## config.mk

```make
export PLATFORM = sky130hd
export DESIGN_NAME = noc_output_port
export DESIGN_NICKNAME = d
export VERILOG_FILES = /design/src/rtl/noc_pkg.sv /design/src/rtl/noc_onehot_mux.sv /design/src/rtl/noc_output_port.sv
export SDC_FILE = /design/constraint.sdc
export NUM_CORES = 1
export LEC_CHECK = 0
export ABC_CLOCK_PERIOD_IN_PS = 2800
export BUFFER_PORTS_ARGS = -buffer_cell sky130_fd_sc_hd__clkbuf_2
export CAP_MARGIN = 20
export CELL_PAD_IN_SITES_DETAIL_PLACEMENT = 1
export CELL_PAD_IN_SITES_GLOBAL_PLACEMENT = 2
export CORE_ASPECT_RATIO = 0.9
export CORE_UTILIZATION = 16
export CTS_BUF_LIST = sky130_fd_sc_hd__clkbuf_2 sky130_fd_sc_hd__clkbuf_4 sky130_fd_sc_hd__clkbuf_8
export CTS_CLUSTER_SIZE = 12
export DETAILED_ROUTE_END_ITERATION = 7
export PLACE_DENSITY_LB_ADDON = 0.2
export SLEW_MARGIN = 20
export SYNTH_ARGS = -nofsm -noshare
export SYNTH_HDL_FRONTEND = slang
export SYNTH_SLANG_ARGS = --single-unit
export TNS_END_PERCENT = 100
```

## constraint.sdc

```tcl
create_clock -name clk -period 2.8 [get_ports clk]
set_clock_uncertainty 0.2 [all_clocks]
set_input_delay 0 -clock clk [delete_from_list [all_inputs] [get_ports clk]]
set_output_delay 0 -clock clk [all_outputs]
set_load 0.01 [all_outputs]
```

## src/rtl/noc_pkg.sv

```systemverilog
`default_nettype none
// ============================================================================
// Module      : noc_pkg
// Description : Shared NoC router definitions: port count, direction index
//               map (4=N, 3=S, 2=E, 1=W, 0=L), default flit width, flit type,
//               wormhole lock state encoding and one-hot/index helpers.
// Revision    : 1.0 - initial release
// ============================================================================
package noc_pkg;

    localparam int NUM_PORTS      = 5;
    localparam int N_IDX          = 4;
    localparam int S_IDX          = 3;
    localparam int E_IDX          = 2;
    localparam int W_IDX          = 1;
    localparam int L_IDX          = 0;
    localparam int DEFAULT_FLIT_W = 32;

    typedef logic [DEFAULT_FLIT_W-1:0] flit_t;

    // Wormhole lock state: IDLE follows the arbiter, LOCKED follows lock_src.
    typedef enum logic [0:0] {
        LOCK_IDLE   = 1'b0,
        LOCK_LOCKED = 1'b1
    } lock_state_t;

    function automatic logic [NUM_PORTS-1:0] idx_to_onehot(input logic [2:0] idx);
        logic [NUM_PORTS-1:0] v_oh;
        v_oh = '0;
        for (int k = 0; k < NUM_PORTS; k++) begin
            if (idx == 3'(k)) begin
                v_oh[k] = 1'b1;
            end
        end
        return v_oh;
    endfunction

    // Caller guarantees at most one bit is set.
    function automatic logic [2:0] onehot_to_idx(input logic [NUM_PORTS-1:0] oh);
        logic [2:0] v_idx;
        v_idx = '0;
        for (int k = 0; k < NUM_PORTS; k++) begin
            if (oh[k]) begin
                v_idx = 3'(k);
            end
        end
        return v_idx;
    endfunction

endpackage
`default_nettype wire

```

## src/rtl/noc_onehot_mux.sv

```systemverilog
`default_nettype none
// ============================================================================
// Module      : noc_onehot_mux
// Description : 5:1 one-hot AND-OR multiplexer for flit payload plus tail.
//               i_sel  - one-hot select (all-zero yields zero outputs)
//               i_flit - packed per-input flits, input k at [k*FLIT_W +: FLIT_W]
//               i_tail - per-input tail flags
//               o_flit / o_tail - selected flit and tail
// Revision    : 1.0 - initial release
// ============================================================================
module noc_onehot_mux
    import noc_pkg::*;
#(
    parameter int FLIT_W = DEFAULT_FLIT_W
) (
    input  logic [NUM_PORTS-1:0]        i_sel,
    input  logic [NUM_PORTS*FLIT_W-1:0] i_flit,
    input  logic [NUM_PORTS-1:0]        i_tail,
    output logic [FLIT_W-1:0]           o_flit,
    output logic                        o_tail
);

    always_comb begin
        o_flit = '0;
        o_tail = 1'b0;
        for (int k = 0; k < NUM_PORTS; k++) begin
            o_flit = o_flit | (i_flit[k*FLIT_W +: FLIT_W] & {FLIT_W{i_sel[k]}});
            o_tail = o_tail | (i_tail[k] & i_sel[k]);
        end
    end

endmodule
`default_nettype wire

```

## src/rtl/noc_output_port.sv

```systemverilog
`default_nettype none
// ============================================================================
// Module      : noc_output_port
// Description : NoC router output channel. Takes the arbiter's one-hot turn
//               vector, pops the granted input buffer and registers the flit
//               onto the downstream valid/ready link. Sticky err_o flags a
//               non-one-hot turn (with traffic present) or a turn back to the
//               own port. Optional wormhole lock: NOC_WORMHOLE_EN.
// Ports       : clk, rst (sync, active-low)
//               turn_i, in_valid_i, in_flit_i, in_tail_i, in_pop_o (upstream)
//               out_valid_o, out_flit_o, out_tail_o, out_ready_i (downstream)
//               err_o (sticky protocol error)
// Revision    : 1.0 - initial release
// ============================================================================
module noc_output_port
    import noc_pkg::*;
#(
    parameter int FLIT_W  = DEFAULT_FLIT_W,
    parameter int PORT_ID = N_IDX
) (
    input  logic                        clk,
    input  logic                        rst,
    input  logic [NUM_PORTS-1:0]        turn_i,
    input  logic [NUM_PORTS-1:0]        in_valid_i,
    input  logic [NUM_PORTS*FLIT_W-1:0] in_flit_i,
    input  logic [NUM_PORTS-1:0]        in_tail_i,
    output logic [NUM_PORTS-1:0]        in_pop_o,
    output logic                        out_valid_o,
    output logic [FLIT_W-1:0]           out_flit_o,
    output logic                        out_tail_o,
    input  logic                        out_ready_i,
    output logic                        err_o
);

    localparam logic [NUM_PORTS-1:0] c_OWN_MASK = {{(NUM_PORTS-1){1'b0}}, 1'b1} << PORT_ID;

    logic                 w_accept;
    logic                 w_turn_bad;
    logic                 w_own_bad;
    logic                 w_chk_en;
    logic                 w_err_cond;
    logic                 w_load;
    logic [NUM_PORTS-1:0] w_cand;
    logic [FLIT_W-1:0]    w_mux_flit;
    logic                 w_mux_tail;

    logic                 r_valid;
    logic [FLIT_W-1:0]    r_flit;
    logic                 r_tail;
    logic                 r_err;

    // Register can take a new flit when empty or when its flit leaves this cycle.
    assign w_accept   = !r_valid || out_ready_i;
    assign w_turn_bad = !$onehot(turn_i) && (|in_valid_i);
    assign w_own_bad  = turn_i[PORT_ID];

`ifdef NOC_WORMHOLE_EN
    lock_state_t r_state;
    logic [2:0]  r_lock_src;

    // While locked the arbiter is ignored, so its turn vector is not checked.
    assign w_chk_en = (r_state == LOCK_IDLE);
    assign w_cand   = w_chk_en ? (turn_i & in_valid_i & ~c_OWN_MASK)
                               : (idx_to_onehot(r_lock_src) & in_valid_i);

    always_ff @(posedge clk) begin
        if (!rst) begin
            r_state    <= LOCK_IDLE;
            r_lock_src <= '0;
        end else if (w_load) begin
            case (r_state)
                LOCK_IDLE: begin
                    // Single-flit packets (head is tail) never lock.
                    if (!w_mux_tail) begin
                        r_state    <= LOCK_LOCKED;
                        r_lock_src <= onehot_to_idx(w_cand);
                    end
                end
                LOCK_LOCKED: begin
                    if (w_mux_tail) begin
                        r_state <= LOCK_IDLE;
                    end
                end
                default: r_state <= LOCK_IDLE;
            endcase
        end
    end
`else
    assign w_chk_en = 1'b1;
    assign w_cand   = turn_i & in_valid_i & ~c_OWN_MASK;
`endif

    assign w_err_cond = w_chk_en && (w_turn_bad || w_own_bad);

    // An erroneous turn suppresses the pop even if the masked vector happens
    // to hold a single bit.
    assign w_load   = w_accept && $onehot(w_cand) && !w_err_cond;
    assign in_pop_o = (rst && w_load) ? w_cand : '0;

    noc_onehot_mux #(
        .FLIT_W (FLIT_W)
    ) u_mux (
        .i_sel  (w_cand),
        .i_flit (in_flit_i),
        .i_tail (in_tail_i),
        .o_flit (w_mux_flit),
        .o_tail (w_mux_tail)
    );

    always_ff @(posedge clk) begin
        if (!rst) begin
            r_valid <= 1'b0;
            r_flit  <= '0;
            r_tail  <= 1'b0;
        end else if (w_load) begin
            r_valid <= 1'b1;
            r_flit  <= w_mux_flit;
            r_tail  <= w_mux_tail;
        end else if (out_ready_i) begin
            r_valid <= 1'b0;
        end
    end

    always_ff @(posedge clk) begin
        if (!rst) begin
            r_err <= 1'b0;
        end else if (w_err_cond) begin
            r_err <= 1'b1;
        end
    end

    assign out_valid_o = r_valid;
    assign out_flit_o  = r_flit;
    assign out_tail_o  = r_tail;
    assign err_o       = r_err;

endmodule
`default_nettype wire

```

==> results of run 1 <==
logic make-up after synthesis:
family | Yosys count | share of synthesized area
simple gates | 48 | 0.141
other cells | 1 | 0.00175
fa+ha+maj | 6 | 0.0456
compound gates | 102 | 0.403
flops | 35 | 0.328
buf+inv | 40 | 0.0808
per-stage QoR:
| step | hold WS (ps) | instance area, um2 | TNS, ps | worst slack, ps | util |
|---|---|---|---|---|---|
| after detailed placement | 188 | 3230 | -741 | -83.4 | 0.251 |
| after global placement | 166 | 3230 | -255 | -50.4 | 0.251 |
| after floorplan | 2.25 | 2140 | 0 | 41.3 | - |
==> flow_summary.toml, run 1 <==
[synthesis]
synthTopCellsByArea = "dfxtp_1, a22oi_1, o211a_1"
syn-cell-area_um2 = 2140
synth_most_common_cell = "a22oi_1"
ys.flop_type = "dfxtp_1"
synth_top_area_share = 0.328
netlist_instances = 232
synthArstFlopShare = 0
avgSynthCellArea_um2 = 9.22
seq_area_frac_synth = 0.328
synth_nets = 416
synth-seq-cells = 35
yosys-top-cells-count = "a22oi_1, dfxtp_1, nand4_1, o211a_1, clkbuf_1"
synth_edf_count = 0
yosysWarnings = 0
synth.largest_area_cell = "dfxtp_1"
synth.distinct_cells = 20

[clock_tree]
cts_made_buffers = 5
cts_buffer_depth = 2
postCtsHoldBufs = 115
cts.repair.resized = 2
root_buffer = "clkbuf_8"
ctsHtreeMaxLevel = 2
postCtsSetupBuffers = 0
clock_sinks = 35

[floorplan]
die_y_um = 112
pin_count = 218
rows = 39
start_util = 0.166
die_x_um = 124

[outcome]
firstError = "[ERROR RSZ-0060] Max buffer count reached."
status = "aborted with a tool error"
stop_stage = "clock tree synthesis"

[placed_design]
portBuffers = 183
dp_hpwl_mm = 7.04
gp_congestion = 0.667
placed_cells = 561
==> run 2: changes to the inputs <==
ABC_CLOCK_PERIOD_IN_PS = 3600   (was 2800)
CELL_PAD_IN_SITES_DETAIL_PLACEMENT = default   (was 1)
CELL_PAD_IN_SITES_GLOBAL_PLACEMENT = default   (was 2)
CORE_AREA = 2 2 85 87   (was default)
CORE_ASPECT_RATIO = default   (was 0.9)
CORE_UTILIZATION = default   (was 16)
CTS_BUF_LIST = default   (was sky130_fd_sc_hd__clkbuf_2 sky130_fd_sc_hd__clkbuf_4 sky130_fd_sc_hd__clkbuf_8)
CTS_CLUSTER_SIZE = default   (was 12)
DIE_AREA = 0 0 87 89   (was default)
PLACE_DENSITY_LB_ADDON = 0.15   (was 0.2)
clock period = 3.6 ns   (was 2.8 ns; I/O delays follow)
==> flow_summary.toml, run 2 <==
[critical_path]
crit_arrival_ps = 3320
cp.buffers_inverters = 5
ff2ff_path_depth = 6
critical_path.startpoint_type = "primary input"
rr_endpoint = "out_flit_o[18]"
slowest_stage = "dlygate4sd3_1"
critPathTopFamily = "buffers and inverters"
crit_fanout = 19
max_stage_delay_ps = 600
crit_end = "out_flit_o[18]"
path_cells = "clkbuf_2 > inv_1 > fa_1 > fa_1 > inv_1 > ha_1 > or4_1 > o31ai_4 > buf_4 > nand4_1 > dlygate4sd3_1 > o211a_1"
worstPathRequired_ps = 3570
cp.depth = 12
r2r-start = "out_valid_o"
critPathCaptureType = "flip-flop"
critPathKind = "in2reg"
rrSetupSlack_ps = 1570
cp-startpoint = "turn_i[0]"

[clock_tree]
clock_sinks = 35
postCtsSetupBuffers = 0
postCtsHoldBufs = 100
cts_made_buffers = 5
clkTransAtPathRegs_ps = 60
ctsHtreeMaxLevel = 2
cts_buffer_depth = 2
worstSkewPairLatency_ps = 280
cts_tree = "done"
cts.repair.resized = 0
root_buffer = "clkbuf_8"

[job]
max_cap_violations = 0

[timing]
rsz0062_at_grt = "false"
relSlewSlack = 0.458
hold_slack_ps = 264
slew_viol_final = 0
timing.final.crit_share = 0.931
fmax_mhz = 298
hold_viol = 0
fin_crit_ps = 3350
tns_ps = 0
worst_pin_slew_ps = 813
setup_violations = 0

[synthesis]
yosysWarnings = 0
synth-seq-cells = 35
yosys-top-cells-count = "a22oi_1, dfxtp_1, nand4_1, o211a_1, clkbuf_1"
synth_edf_count = 0
syn-cell-area_um2 = 2140
synth_most_common_cell = "a22oi_1"
synthTopCellsByArea = "dfxtp_1, a22oi_1, o211a_1"
seq_area_frac_synth = 0.328
netlist_instances = 232
synth.largest_area_cell = "dfxtp_1"
synth_nets = 416
synthArstFlopShare = 0
ys.flop_type = "dfxtp_1"
synth.distinct_cells = 20
avgSynthCellArea_um2 = 9.22
synth_top_area_share = 0.328

[detailed_routing]
wl_per_cell_um = 15.7
dr.pass1.iters = 4
drc = 0
ant_nets = 0
vias = 3085
drtIter0Drc = 123
vias_per_cell = 5.34
routed_wl_mm = 9.10

[floorplan]
rows = 30
start_util = 0.318
die-area_um2 = 7740
die_y_um = 89
core_area_um2 = 6720
die_x_um = 87
pin_count = 218

[placed_design]
dpl_cell_area_um2 = 3080
dp_hpwl_mm = 5.45
gp_congestion = 0.725
portBuffers = 183
placed_cells = 472

[global_route]
grtUsageMet2 = 0.436
grt_first_pass_wirelength_mm = 13.8
gr-usage-all-layers = 0.224
busiest_layer = "met2"
grt_pass1_vias = 3142
antenna_found_initial = 0
met3_usage = 0.0554
grt_overflow = 0
grt_max_degree = 40
grt_use_met1 = 0.227

[finish]
final_util = 0.618
mostFrequentLayoutCells = "clkbuf_2, dlygate4sd3_1, a22oi_1"
fillers = 593
post_route_cells_drive_above_1_share = 0.400
multi_input_area_um2 = 1260
layout.nets = 683
seq_area_um2 = 701
stdcell_area_um2 = 4150
final_common_cell = "clkbuf_2"
largest_reg_flops = 32
syn2layout_area_growth_pct = 94.2
stdcell_count = 578
diodes = 0

[hold_path]
hold_class = "reg2reg"

[outcome]
status = "finished clean"

[power_and_ir_drop]
ir_worst_vdd_uv = 163
p_leak_uw = 0.00219
power_density_nw_per_um2 = 261
-- run 2: cell counts after synthesis --
No cell type changed its count.
-- run 2: cells by family (layout without fill, tap and decap cells) --
| group | after synthesis | after routing | synth area share |
|---|---|---|---|
| simple gates | 48 | 48 | 0.141 |
| fa+ha+maj | 6 | 6 | 0.0456 |
| flops | 35 | 35 | 0.328 |
| compound gates | 102 | 102 | 0.403 |
| other cells | 1 | 1 | 0.00175 |
| buf+inv | 40 | 306 | 0.0808 |
-- run 2: how the worst min path moves through the flow --
stage | from | to | slack, ps | cells past startpoint
3_3_place_gp | out_ready_i | out_valid_o | 110 | 3
5_1_grt | err_o | err_o | 290 | 2
3_5_place_dp | out_ready_i | out_valid_o | 130 | 3
4_1_cts | in_valid_i[4] | out_valid_o | 270 | 5
2_1_floorplan | out_ready_i | out_valid_o | 2 | 2
6_report | err_o | err_o | 260 | 2
-- run 2: metrics by stage --
stage / power, uW / setup slack, ps
floorplan: 600 / 732
global placement: 747 / 484
detailed placement: 749 / 445
CTS: 1090 / 288
global route: 1150 / 93.7
finish: 1080 / 248
-- run 2: per-layer routing --
| layer | routed length [um] | vias up | part of all wire |
|---|---|---|---|
| met5 | 0 | - | 0 |
| met3 | 702 | 22 | 0.077 |
| met4 | 204 | 0 | 0.022 |
| met2 | 4810 | 149 | 0.53 |
| li1 | - | 1471 | - |
| met1 | 3380 | 1443 | 0.37 |
-- run 2: layout make-up --
type	instances	area share
clock buffer	6	0.0175
tap	80	0.0241
timing repair buffer	292	0.478
inverter	8	0.00723
sequential	35	0.169
multi-input combinational	157	0.305
-- run 2: tightest hold or removal path, cell delays in order, from the launching register on --
cell and delay (ps):
dfxtp_1 310, inv_1 40, a21boi_0 60
-- run 2: report_power, final --
| group | internal (uW) | switching, uW |
|---|---|---|
| sequential | 415 | 13.9 |
| clock | 129 | 120 |
| combinational | 218 | 189 |
| total | 761 | 323 |
No activity file was read; power rests on OpenSTA's default activity.
==> run 3: changes to the inputs <==
BUFFER_PORTS_ARGS = -buffer_cell sky130_fd_sc_hd__buf_4   (was -buffer_cell sky130_fd_sc_hd__clkbuf_2)
==> flow_summary.toml, run 3 <==
[synthesis]
syn-cell-area_um2 = 2140
avgSynthCellArea_um2 = 9.22
seq_area_frac_synth = 0.328
yosys-top-cells-count = "a22oi_1, dfxtp_1, nand4_1, o211a_1, clkbuf_1"
synthTopCellsByArea = "dfxtp_1, a22oi_1, o211a_1"
synthArstFlopShare = 0
synth_top_area_share = 0.328
synth_edf_count = 0
ys.flop_type = "dfxtp_1"
synth-seq-cells = 35
synth.distinct_cells = 20
synth_nets = 416
yosysWarnings = 0
netlist_instances = 232
synth_most_common_cell = "a22oi_1"
synth.largest_area_cell = "dfxtp_1"

[clock_tree]
ctsHtreeMaxLevel = 2
cts.repair.resized = 0
postCtsSetupBuffers = 0
cts_made_buffers = 5
postCtsHoldBufs = 103
root_buffer = "clkbuf_8"
clock_sinks = 35
cts_buffer_depth = 2

[floorplan]
pin_count = 218
die_y_um = 89
start_util = 0.318
die_x_um = 87
rows = 30

[placed_design]
portBuffers = 183
dp_slack_ps = 495
dp_hpwl_mm = 5.74
gp_congestion = 0.738

[outcome]
status = "aborted with a tool error"
stop_stage = "clock tree synthesis"
firstError = "[ERROR RSZ-0060] Max buffer count reached."
[run 3: cell counts after synthesis]
Identical to the previous run, type by type.
[run 3: cells by family after synthesis]
family | after synthesis | share of synthesized area
DFF | 35 | 0.328
and+or+nand+nor | 48 | 0.141
adders and majority gates | 6 | 0.0456
AOI/OAI and AO/OA | 102 | 0.403
buffers and inverters | 40 | 0.0808
other | 1 | 0.00175
[run 3: through the flow]
step	instance area (um2)	utilization	hold slack, ps	instances
after floorplan	2140	-	2.25	232
after global placement	3540	0.526	108	472
after detailed placement	3540	0.526	125	472
